**config.mk**
```make
export PLATFORM = sky130hd
export DESIGN_NAME = expr_pipe_eval
export DESIGN_NICKNAME = d
export VERILOG_FILES = /design/src/rtl/expr_pipe_eval.sv
export SDC_FILE = /design/constraint.sdc
export NUM_CORES = 1
export LEC_CHECK = 0
export CORE_UTILIZATION = 30
export CTS_CLUSTER_SIZE = 40
export DETAILED_ROUTE_END_ITERATION = 12
export DONT_BUFFER_PORTS = 1
export SETUP_SLACK_MARGIN = 0.4
export SLEW_MARGIN = 30
export SYNTH_ARGS = -nofsm -noshare
export SYNTH_HDL_FRONTEND = slang
export SYNTH_SLANG_ARGS = --single-unit
export TNS_END_PERCENT = 20
```
**constraint.sdc**
```tcl
create_clock -name clk -period 2.4 [get_ports clk]
set_input_delay 0.12 -clock clk [delete_from_list [all_inputs] [get_ports clk]]
set_output_delay 0.12 -clock clk [all_outputs]
set_load 0.05 [all_outputs]
```
**src/rtl/expr_pipe_eval.sv**
```systemverilog
// ============================================================================
// Module   : expr_pipe_eval
// Purpose  : Elastic valid/ready pipeline evaluating one sized expression per
//            transaction, with optional rolling signature (EXPR_PIPE_SIG_EN).
// Revision : 1.0 - initial release
// ============================================================================
`default_nettype none

module expr_pipe_eval #(
   parameter int W      = 6,
   parameter int STAGES = 2
) (
   input  logic          clk,
   input  logic          rst,
   input  logic          in_valid,
   output logic          in_ready,
   input  logic [2:0]    op,
   input  logic          a_sgn,
   input  logic          b_sgn,
   input  logic [W-1:0]  a,
   input  logic [W-1:0]  b,
   output logic          out_valid,
   input  logic          out_ready,
   output logic [W-1:0]  y,
   output logic          flag,
   output logic [31:0]   sig,
   output logic [15:0]   count
);

   localparam logic [31:0] c_W32 = W;

   logic               w_fill;
   logic               w_b_big;
   logic               w_lt;
   logic signed [W:0]  w_ext;
   logic [W-1:0]       w_shr;
   logic [W-1:0]       w_y;

   logic [STAGES-1:0]  r_v;
   logic [W:0]         r_pay   [STAGES];
   logic [STAGES-1:0]  w_ld;
   logic [STAGES-1:0]  w_src_v;
   logic [W:0]         w_src_p [STAGES];

   // Shift amount is always treated as unsigned, whatever b_sgn says.
   assign w_fill  = a_sgn & a[W-1];
   assign w_b_big = (32'(b) >= c_W32);
   assign w_ext   = {w_fill, a};
   assign w_shr   = W'(w_ext >>> b);
   assign w_lt    = (a_sgn && b_sgn) ? ($signed(a) < $signed(b)) : (a < b);

   always_comb begin
      w_y = '0;
      case (op)
         3'd0: w_y = a + b;
         3'd1: w_y = a - b;
         3'd2: w_y = ~(a ^ b);
         3'd3: w_y = w_b_big ? '0 : (a << b);
         3'd4: w_y = w_b_big ? {W{w_fill}} : w_shr;
         3'd5: w_y = {{(W-1){1'b0}}, (a == b)};
         3'd6: w_y = a * b;
         3'd7: w_y = {{(W-1){1'b0}}, w_lt};
         default: w_y = '0;
      endcase
   end

   always_comb begin
      w_src_v[0] = in_valid;
      w_src_p[0] = {^w_y, w_y};
      for (int i = 1; i < STAGES; i++) begin
         w_src_v[i] = r_v[i-1];
         w_src_p[i] = r_pay[i-1];
      end
   end

   // A stage may load when any slot from it to the tail is empty, or the tail drains.
   always_comb begin
      for (int i = 0; i < STAGES; i++) begin
         w_ld[i] = out_ready;
         for (int j = i; j < STAGES; j++) begin
            if (!r_v[j]) w_ld[i] = 1'b1;
         end
      end
   end

   always_ff @(posedge clk or posedge rst) begin
      if (rst) begin
         r_v <= '0;
         for (int i = 0; i < STAGES; i++) r_pay[i] <= '0;
      end else begin
         for (int i = 0; i < STAGES; i++) begin
            if (w_ld[i]) begin
               r_v[i] <= w_src_v[i];
               if (w_src_v[i]) r_pay[i] <= w_src_p[i];
            end
         end
      end
   end

   assign in_ready  = w_ld[0];
   assign out_valid = r_v[STAGES-1];
   assign y         = r_pay[STAGES-1][W-1:0];
   assign flag      = r_pay[STAGES-1][W];

`ifdef EXPR_PIPE_SIG_EN
   logic [31:0] r_sig;
   logic [15:0] r_count;

   always_ff @(posedge clk or posedge rst) begin
      if (rst) begin
         r_sig   <= '0;
         r_count <= '0;
      end else if (out_valid && out_ready) begin
         r_sig <= {r_sig[30:0], r_sig[31]} ^ {{(31-W){1'b0}}, flag, y};
         if (r_count != 16'hFFFF) r_count <= r_count + 16'd1;
      end
   end

   assign sig   = r_sig;
   assign count = r_count;
`else
   assign sig   = '0;
   assign count = '0;
`endif

endmodule

`default_nettype wire

```
== After elaboration in Yosys (flattened, before gate mapping) ==
Index checks and enable logic that the tools add are counted.

* Bits in registers: 16
* Word-level logic and storage cells: 35
* Output and inout bits: 57
* Input port bits: 21
* Memory bits (writable): 0
* Bits in read-only memories: 0
* Memories kept: 0
* Bits in latches: 0

* Eq/ne operators: 8
* Reductions and logical operators: 5
* Magnitude comparators: 3
* $add $sub $neg: 2
* $mul: 1
* Bitwise operators: 3
* Shift-type cells: 2
* Divide/modulo/power cells: 0
* Mux-type cells: 7

{| class="wikitable"
|+ Operators with widths
! operator !! number
|-
| case mux 6 bit (8 select lines) || 1
|-
| equality test 3 bit (second input constant) || 4
|-
| < comparator 6 bit || 2
|-
| two-way mux 6 bit || 2
|-
| >>> shifter 7 x 6 -> 6 bit || 1
|-
| adder 6 bit || 1
|-
| equality test 3 x 2 -> 1 bit (second input constant) || 2
|-
| equality test 6 bit || 1
|-
| >= comparator 6 x 3 -> 1 bit (second input constant) || 1
|-
| multiplier 6 x 6 -> 6 bit || 1
|-
| NOT 6 bit || 1
|-
| XOR reduction 6 bit || 1
|-
| left shift 6 x 6 -> 6 bit || 1
|-
| subtractor 6 bit || 1
|-
| XOR 6 bit || 1
|-
| two-way mux 1 bit || 4
|-
| AND reduction 2 bit || 2
|-
| equality test 3 x 1 -> 1 bit (second input constant) || 1
|-
| logical NOT 3 bit || 1
|-
| AND 1 bit || 1
|-
| logical AND 1 bit || 1
|}

== Longest topological paths before layout ==
Gate-level depths: netlist (run 1).

* Word-level depth: 5
* Mapped depth: 18
* Mapped depth without buffers: 16

== Worst setup path before layout (run 1) ==
OpenSTA, ideal clock, no wires.

* Kind: input port to flip-flop
* Start: in b[1]
* End: reg r_pay[13] (netlist name)
* Data required time: 2331 ps
* Path buffers: 2
* Cell stages on the path: 17
* Arrival: 4250 ps
* Setup time: 69 ps
* Setup slack: -1919 ps
* Cell sequence: buf_2 -> buf_1 -> nand2_1 -> fa_1 -> inv_1 -> ha_1 -> inv_1 -> fa_1 -> fa_1 -> xnor2_1 -> xnor2_1 -> xnor2_1 -> xnor2_1 -> o221ai_1 -> or3b_2 -> a2111oi_1 -> nand3b_1

* Longest elaborated chain between the ends: 4
* Elaborated cells on any way between the ends: 16
* Classes of those cells: 2 x add/sub; 1 x mul; 3 x order compare; 1 x eq/ne; 2 x shift; 4 x mux; 2 x bitwise; 1 x reduce/logical

{| class="wikitable"
|+ Ends and longest elaborated chain
! what !! line !! source
|-
| start: declaration || 21 || <nowiki>input logic [W-1:0] b,</nowiki>
|-
| branches (longest 2 deep; another with multiplier 6 x 6 -> 6 bit) || -- ||
|-
| case mux 6 bit (8 select lines) (*) || 54 || <nowiki>case (op)</nowiki>
|-
| XOR reduction 6 bit (*) || 69 || <nowiki>w_src_p[0] = {^w_y, w_y};</nowiki>
|-
| end signal: indexed assignment || 94 || <nowiki>if (w_src_v[i]) r_pay[i] <= w_src_p[i];</nowiki>
|-
| end: declaration || 40 || <nowiki>logic [W:0] r_pay [STAGES];</nowiki>
|}

Mark *: on every way between the ends.
A chain may end at the register's enable or synchronous reset.

== Final worst setup path (run 1) ==
* Start: in a[2]
* End: reg r_pay[13] (netlist name)

* Longest elaborated chain between the ends: 4
* Elaborated cells on any way between the ends: 15
* Classes of those cells: 2 x add/sub; 1 x mul; 2 x order compare; 1 x eq/ne; 2 x shift; 4 x mux; 2 x bitwise; 1 x reduce/logical

{| class="wikitable"
|+ Ends and longest elaborated chain
! what !! line !! source
|-
| start: declaration || 20 || <nowiki>input logic [W-1:0] a,</nowiki>
|-
| branches (longest 2 deep; another with multiplier 6 x 6 -> 6 bit) || -- ||
|-
| case mux 6 bit (8 select lines) (*) || 54 ||
|-
| XOR reduction 6 bit (*) || 69 ||
|}

Marked as above.

==> results of run 1 <==
per-layer routing:
metal / vias to the layer above / track usage, % / routed length [um]
met5: - / 0 / 0
met4: 0 / 3.674 / 104
met3: 8 / 2.979 / 533
met2: 92 / 26.22 / 3473
met1: 1182 / 20.29 / 3161
li1: 1136 / - / -
cell usage after synthesis (2+ instances only):
cell,number
buf_4,54
nand2_1,36
inv_1,24
ha_1,18
dfrtp_1,16
o21ai_0,15
mux2_2,13
nand2b_1,13
nor2_1,12
xnor2_1,10
a21oi_1,9
buf_2,8
nor3_1,8
fa_1,7
nor2b_1,6
and2_1,5
nor4_1,5
a21o_1,3
a31oi_1,3
clkbuf_1,3
mux2i_1,3
nand3_1,3
nand3b_1,3
o21bai_1,3
o31ai_1,3
or2_2,3
a2111oi_0,2
a211o_1,2
a221oi_1,2
a32oi_1,2
buf_1,2
buf_6,2
mux4_2,2
nand4b_1,2
nor3b_1,2
o2111ai_1,2
o211ai_1,2
o221ai_1,2
or3_1,2
kinds of logic after synthesis:
| logic type | count (synthesis) |
|---|---|
| and+or+nand+nor | 111 |
| AOI/OAI and AO/OA | 67 |
| DFF | 16 |
| buffers and inverters | 93 |
| adders and majority gates | 25 |
| muxes | 18 |
| other | 1 |
| xor gates and xnor gates | 12 |
layout make-up:
type | count | area (um^2) | area share, %
repair buffers | 37 | 286.5 | 9.290
multi-input cells | 281 | 2131 | 69.09
clock buffers | 3 | 41.29 | 1.339
flip-flops and latches | 16 | 400.4 | 12.98
inverters | 24 | 90.09 | 2.921
well taps | 108 | 135.1 | 4.381
registers in the layout (all words and copies together), names as in the netlist:
| register | flops |
|---|---|
| flag | 1 |
| y | 6 |
| r_pay | 7 |
| r_v | 2 |
worst max-delay path by stage:
stage               from   endpoint  slack (ns)  cells after the start
floorplan           b[0]  r_pay[13]       -1.23                     17
global placement    a[2]  r_pay[13]       -1.34                     16
detailed placement  a[2]  r_pay[13]       -1.41                     16
CTS                 a[2]  r_pay[13]       -1.05                     16
global route        a[2]  r_pay[13]       -1.22                     16
finish              a[2]  r_pay[13]       -1.04                     16
report_power, final:
part | internal [W] | switching [W] | total, W
Combinational | 0.000310 | 0.000445 | 0.000755
Clock | 0.000111 | 0.0000874 | 0.000199
Sequential | 0.000334 | 0.000184 | 0.000518
through the flow:
step                      power (W)  instances  area (um^2)  setup slack (ns)  utilization [%]
after floorplan            0.001197        390         3063            -1.232                -
after global placement     0.001219        464         2919            -1.337            32.99
after detailed placement   0.001229        464         2919            -1.408            32.99
after CTS                  0.001458        469         3057            -1.054            34.54
after global routing       0.001557        469         3084            -1.215            34.86
final                      0.001471        469         3084            -1.043            34.86
timing repair:
item | CTS | global route
endpoints found under the hold margin | 17 | 0
setup endpoints to repair | 5 | 5
hold buffers | 2 | 0
gates resized for setup | 13 | 5
pin swaps | 5 | 3
==> impl_metrics.yaml, run 1 <==
status:
  outcome: "finished, violations left"
  violations: "design-rule violations, negative setup slack"
cts:
  cts_tree: "done"
  clk_latency_ns: 0.25
  clk_pin_slew_ns: 0.06
  cts.path.max_buffers: 2
  htreeDepth: 1
  root_buffer: "clkbuf_8"
  numCtsBuffers: 3
  cts_sinks: 16
  cts_setup_buffers: 0
timing:
  post-route-period-util_pct: 143.4
  slew_headroom_pct: 61.20
  fin_skew_ns: 0.0005740
  worst_slew_pin_slew_ns: 0.5814
  fin_ws_ns: -1.043
  setup_violations: 3
  post-route-min-period_ns: 3.443
  drv_slew: 0
  holdWs_ns: 0.06529
  rsz0062_at_grt: "true"
  hold_violations: 0
  fin_setup_tns_ns: -2.058
  max_clock_freq_ghz: 0.2905
yosys:
  synth_compound_area_share_pct: 17.66
  syn_area_um2: 2791
  yosysUniqueCellTypes: 70
  yosysSeqAreaShare_pct: 14.34
  ys_seq_elements: 16
  ys.flop_type: "dfrtp_1"
  async_flop_share_pct: 100.0
  synth_edf_count: 0
  netlist_instances: 343
  yosysWarnings: 0
  synth_top_family_by_area: "simple AND/OR/NAND/NOR gates"
  synth_simple_gate_area_share_pct: 21.92
  yosys.area.top_type_share_pct: 14.52
  synthMuxAreaShare_pct: 7.934
  synth_top_area_cell: "buf_4"
  synth_xor_area_share_pct: 4.258
  synthAdderAreaFrac_pct: 13.09
  synth_area_leaders: "buf_4, dfrtp_1, ha_1, mux2_2, fa_1"
  syn_avg_cell_area_um2: 8.138
setup_path:
  worst_path_largest_cell_delay_ns: 0.54
  required_ns: 2.58
  worst-path-buf-inv: 3
  cp-start-kind: "primary input"
  crit_fanout: 9
  r2r_slack_ns: 0.81
  setup.worst_path.class: "in -> reg"
  critPathSlowestCell: "fa_1"
  crit_family: "adder cells"
  crit_chain: "ha_4 -> inv_2 -> fa_1 -> inv_2 -> ha_4 -> inv_2 -> fa_1 -> fa_2 -> xnor2_2 -> xnor2_1 -> xnor2_1 -> xnor2_1 -> o221ai_2 -> or3b_4 -> a2111oi_4 -> nand3b_1"
  reg2regPathDepth: 3
  timing.rr.start: "r_v[1]"
  arrival_ns: 3.63
  worstSetupEndpointType: "flip-flop"
  worst_r2r_endpoint: "y[3]"
route:
  routed_wirelength_mm: 7.274
  vias: 2418
  drtIter0Drc: 197
  ant_nets: 0
  drcViolationCount: 2
  drtPass1Iterations: 10
  wl_per_cell_um: 15.51
  routed_via_density: 5.156
finish:
  final_common_cell: "conb_1"
  area_growth_pct: 10.49
  nets: 409
  final_cell_mix: "conb_1, buf_4, nand2_1"
  n_antenna_cell: 0
  layout-drive-gt1-share_pct: 24.65
  n_fill_cell: 900
min_path:
  hold-path-endpoint: "r_v[1]"
  hold_path_class: "in -> reg"
  worstHoldStart: "out_ready"
  hold_depth: 2
global_routing:
  grt_antenna_before_repair: 0
  grt_pass1_vias: 2291
  grt_remaining_overflow: 0
  grt_pass1_wl_mm: 12.05
  grt_usage_pct: 15.46
  grt_max_degree: 25
power_and_ir_drop:
  powerDensity_nw_per_um2: 477.1
  ir_worst_vdd_uv: 181.2
  p_leak_nw: 1.376
floorplanning:
  start_util_pct: 31.55
  die-width_um: 98.46
  pin_count: 78
  dieArea_um2: 9694
  num_rows: 34
  core_um2: 8848
  die_h_um: 98.46
place:
  dp.final_hpwl_mm: 5.837
  gp_congestion: 0.8698
  io_buffers: 0
flow_run:
  drv_cap: 0
No activity file was read; power rests on OpenSTA's default activity.
==> inputs of run 2 (changes only) <==
CTS_BUF_LIST = sky130_fd_sc_hd__clkbuf_16   (was not set)
==> run 2 against run 1 <==
Against the previous run:
- the flow still finishes with violations (design-rule violations, negative setup slack)
- die area unchanged
- register-to-register slack about the same
- combinational power about the same
- final cell count unchanged
- clock-buffer cell count unchanged
- sequential power about the same
- first-iteration DRC count up 21%
- utilization up 0.38 points
- flip-flop and latch count unchanged
- sequential share of layout area down 0.14 points
- clock skew up 0.0029 ns
- largest cell class unchanged
- largest power group unchanged
==> impl_metrics.yaml, run 2 (synthesis results as in run 1) <==
status:
  outcome: "finished, violations left"
  violations: "design-rule violations, negative setup slack"
cts:
  clk_latency_ns: 0.24
  cts_tree: "done"
  cts.path.max_buffers: 2
  htreeDepth: 1
  clk_pin_slew_ns: 0.05
  root_buffer: "clkbuf_16"
  cts_sinks: 16
  numCtsBuffers: 3
timing:
  fin_skew_ns: 0.003440
  setup_violations: 3
  drv_slew: 0
  worst_slew_pin_slew_ns: 0.5872
  slew_headroom_pct: 60.81
  max_clock_freq_ghz: 0.2898
  post-route-period-util_pct: 143.8
  hold_violations: 0
  post-route-min-period_ns: 3.450
  rsz0062_at_grt: "true"
  fin_ws_ns: -1.050
route:
  routed_wirelength_mm: 7.317
  drtIter0Drc: 239
  vias: 2371
  drcViolationCount: 2
  ant_nets: 0
  wl_per_cell_um: 15.60
  routed_via_density: 5.055
  drtPass1Iterations: 10
setup_path:
  arrival_ns: 3.63
  required_ns: 2.58
  crit_fanout: 9
  cp-start-kind: "primary input"
  critPathSlowestCell: "fa_1"
  worstSetupEndpointType: "flip-flop"
  crit_chain: "ha_4 -> inv_2 -> fa_1 -> inv_2 -> ha_4 -> inv_2 -> fa_1 -> fa_2 -> xnor2_2 -> xnor2_1 -> xnor2_1 -> xnor2_1 -> o221ai_2 -> or3b_4 -> a2111oi_4 -> nand3b_1"
  setup.worst_path.class: "in -> reg"
  worst-path-buf-inv: 3
  worst_path_largest_cell_delay_ns: 0.54
  crit_family: "adder cells"
power_and_ir_drop:
  p_leak_nw: 1.391
  power.total_w: 0.001584
  powerDensity_nw_per_um2: 508.0
  ir_worst_vdd_uv: 214.3
global_routing:
  grt_remaining_overflow: 0
  grt_usage_pct: 15.44
  grt_pass1_vias: 2296
  grt_antenna_before_repair: 0
  grt_max_degree: 25
  grt_pass1_wl_mm: 12.07
floorplanning:
  die-width_um: 98.46
  pin_count: 78
  num_rows: 34
  dieArea_um2: 9694
  die_h_um: 98.46
  start_util_pct: 31.55
  core_um2: 8848
finish:
  regMostFlops: "r_pay"
  n_antenna_cell: 0
  final_common_cell: "conb_1"
  area_growth_pct: 11.70
  final_cell_mix: "conb_1, buf_4, nand2_1"
  largest_register_ffs: 7
  fin_area_um2: 3118
  layout-drive-gt1-share_pct: 24.65
  nets: 409
  n_fill_cell: 895
place:
  dp.final_hpwl_mm: 5.837
  io_buffers: 0
  gp_congestion: 0.8698
  post_dp_cell_area_um2: 2919
flow_run:
  drv_cap: 0
min_path:
  hold_path_class: "in -> reg"
[run 2: cell types whose count changed in the layout (fill, tap and decap cells not counted)]
cell / change
clkbuf_16: +3
clkbuf_8: -3
[run 2: final cells by class]
cell class	count	area (um^2)	area share, %
clock buffer	3	75.07	2.408
sequential	16	400.4	12.84
tap	108	135.1	4.334
inverter	24	90.09	2.889
timing repair buffer	37	286.5	9.189
multi-input combinational	281	2131	68.34
[run 2: final timing paths]
path	start	end	slack [ns]	cells after the start
worst max-delay path	a[2]	r_pay[13]	-1.05	16
worst min-delay path	out_ready	r_v[1]	0.08	2
worst max register to register	r_v[1]	y[2]	0.81	3
worst min register to register	r_pay[9]	r_pay[9]	0.47	2
max in group asynchronous	rst	flag	1.63	2
min in group asynchronous	rst	y[5]	0.38	2
[run 2: through the flow]
stage	hold WS (ns)	setup TNS, ns	setup WS, ns	instances	util [%]
final	0.07669	-2.099	-1.050	469	35.24
after global routing	0.08607	-2.543	-1.223	469	35.24
after CTS	0.07233	-2.142	-1.062	469	34.93
after global placement	0.1057	-3.233	-1.337	464	32.99
after floorplan	0.03374	-2.794	-1.232	390	-
after detailed placement	0.1082	-3.394	-1.408	464	32.99
[run 2: per-layer routing]
metal	track usage [%]	routed length, um	vias to the layer above
met5	0	0	-
met4	3.330	94	0
met3	2.979	563	6
met2	26.27	3536	82
met1	20.33	3123	1147
li1	-	-	1136
[run 2: timing repair]
action                                  in CTS  in global routing
pin swaps                                    5                  3
endpoints found under the setup margin       5                  5
hold endpoints to repair                    17                  0
setup buffers                                0                  0
hold buffers                                 2                  0
gates resized for setup                     13                  5
[run 2: power breakdown]
part           internal, W  total (W)  switching, W
clock network     0.000218   0.000311     0.0000929
logic             0.000310   0.000755      0.000445
registers         0.000335   0.000518      0.000183
total             0.000863    0.00158      0.000721
==> inputs of run 3 (changes only) <==
CORE_MARGIN = 5   (was not set)
==> run 3 against run 2 <==
Against the previous run:
- the flow finishes with violations (negative setup slack)
- hold slack better by 0.016 ns
- routed wire length increased by 3.9%
- sequential share of layout area about the same
- global-route usage decreased by 2.4 points
- clock power rose by 2%
- final cell count increased by 0.85%
- first-iteration DRC count fell by 33%
- register-to-register slack about the same
- setup slack better by 0.057 ns
- clock-buffer cell count unchanged
- largest power group unchanged
- fmax is 1.7% higher
==> impl_metrics.yaml, run 3 (synthesis results as in run 1) <==
finish:
  layout-drive-gt1-share_pct: 24.31
  n_antenna_cell: 0
  n_fill_cell: 940
  regMostFlops: "r_pay"
  area_growth_pct: 11.79
  largest_register_ffs: 7
  nets: 409
  final_common_cell: "conb_1"
  final_cell_mix: "conb_1, buf_4, nand2_1"
setup_path:
  cp-start-kind: "primary input"
  setup.worst_path.class: "in -> reg"
  worstSetupEndpointType: "flip-flop"
  required_ns: 2.57
  arrival_ns: 3.57
  crit_path_start: "a[2]"
  timing.rr.start: "r_v[1]"
  crit_fanout: 9
route:
  routed_via_density: 5.142
  vias: 2432
  drcViolationCount: 0
  routed_wirelength_mm: 7.606
  drtIter0Drc: 161
  wl_per_cell_um: 16.08
  drtPass1Iterations: 4
  ant_nets: 0
timing:
  post-route-period-util_pct: 141.4
  setup_violations: 3
  fin_skew_ns: 0.002642
  rsz0062_at_grt: "true"
  slew_headroom_pct: 59.75
  hold_violations: 0
  max_clock_freq_ghz: 0.2947
  drv_slew: 0
  holdWs_ns: 0.09277
  worst_slew_pin_slew_ns: 0.6031
  fin_ws_ns: -0.9936
  post-route-min-period_ns: 3.394
cts:
  cts_tree: "done"
  htreeDepth: 1
  root_buffer: "clkbuf_16"
  cts_sinks: 16
  clk_pin_slew_ns: 0.05
  cts.path.max_buffers: 2
  numCtsBuffers: 3
  clk_latency_ns: 0.24
  cts_setup_buffers: 0
floorplanning:
  die_h_um: 106.5
  dieArea_um2: 11330
  pin_count: 78
  start_util_pct: 30.50
  core_um2: 9153
  num_rows: 35
  die-width_um: 106.5
place:
  dp.final_hpwl_mm: 6.100
  gp_congestion: 0.8712
  io_buffers: 0
  dp_slack_ns: -1.394
global_routing:
  grt_max_degree: 25
  grt_usage_pct: 13.04
  grt_busiest_layer: "met2"
  grt_use_met2_pct: 22.26
  grt_antenna_before_repair: 0
  grt_remaining_overflow: 0
  grt.met3_usage_pct: 1.579
  grt_pass1_wl_mm: 12.18
  grt_use_met1_pct: 17.54
  grt_pass1_vias: 2379
power_and_ir_drop:
  ir_worst_vdd_uv: 249.9
  p_leak_nw: 1.394
  powerDensity_nw_per_um2: 509.3
flow_run:
  drv_cap: 0
status:
  outcome: "finished, violations left"
  violations: "negative setup slack"
min_path:
  worstHoldStart: "out_ready"
  hold_path_class: "in -> reg"
run 3: changes by cell type in the layout (fill, tap and decap cells not counted):
cell,previous run,this run
clkinv_1,0,1
nand3_1,2,3
nand3_2,1,0
o21ai_0,15,14
o21ai_1,0,1
run 3: critical path, stage by stage:
cell and delay, ns:
ha_4 0.12, inv_2 0.04, fa_1 0.49, inv_2 0.05, ha_4 0.25, inv_2 0.03, fa_1 0.47, fa_2 0.37
xnor2_2 0.15, xnor2_1 0.18, xnor2_1 0.15, xnor2_1 0.17, o221ai_2 0.14, or3b_4 0.41, a2111oi_4 0.28, nand3b_1 0.14
run 3: worst paths after layout:
kind	to	slack [ns]	depth (start not counted)
hold / removal	r_v[1]	0.09	2
min in group asynchronous	r_pay[12]	0.40	2
hold reg to reg	r_pay[9]	0.48	2
setup / recovery	r_pay[13]	-0.99	16
max in group asynchronous	r_pay[13]	1.61	2
setup reg to reg	r_pay[13]	0.82	4
run 3: per-stage QoR:
| stage | area [um^2] | util, % | setup TNS (ns) | instances | total power, W |
|---|---|---|---|---|---|
| floorplan | 3063 | - | -2.794 | 390 | 0.001197 |
| global placement | 2923 | 31.93 | -3.490 | 467 | 0.001223 |
| detailed placement | 2923 | 31.93 | -3.585 | 467 | 0.001232 |
| CTS | 3113 | 34.01 | -2.361 | 473 | 0.001592 |
| global route | 3120 | 34.09 | -2.591 | 473 | 0.001674 |
| finish | 3120 | 34.09 | -2.098 | 473 | 0.001589 |
run 3: final cells by class:
cell class                      count  area (um^2)  share of cell area [%]
Multi-Input combinational cell    281         2126                   68.12
Sequential cell                    16        400.4                   12.83
Timing Repair Buffer               37        286.5                   9.182
Tap cell                          111        138.9                   4.451
Inverter                           24        90.09                   2.887
Clock buffer                        3        75.07                   2.406
Clock inverter                      1        3.754                  0.1203
run 3: per-layer routing:
layer  up-vias  wire, um
li1       1138         -
met1      1205      3270
met5         -         0
met3         8       483
met2        81      3738
met4         0       114
run 3: power by group:
group / internal (W) / switching (W)
logic: 0.000310 / 0.000444
clock network: 0.000220 / 0.0000961
registers: 0.000335 / 0.000184
run 3: what timing repair did:
action	CTS	global route
endpoints found under the setup margin	6	6
endpoints found under the hold margin	17	0
pin swaps	17	11
hold buffers	2	0
gates resized for setup	17	1
gates cloned	0	0
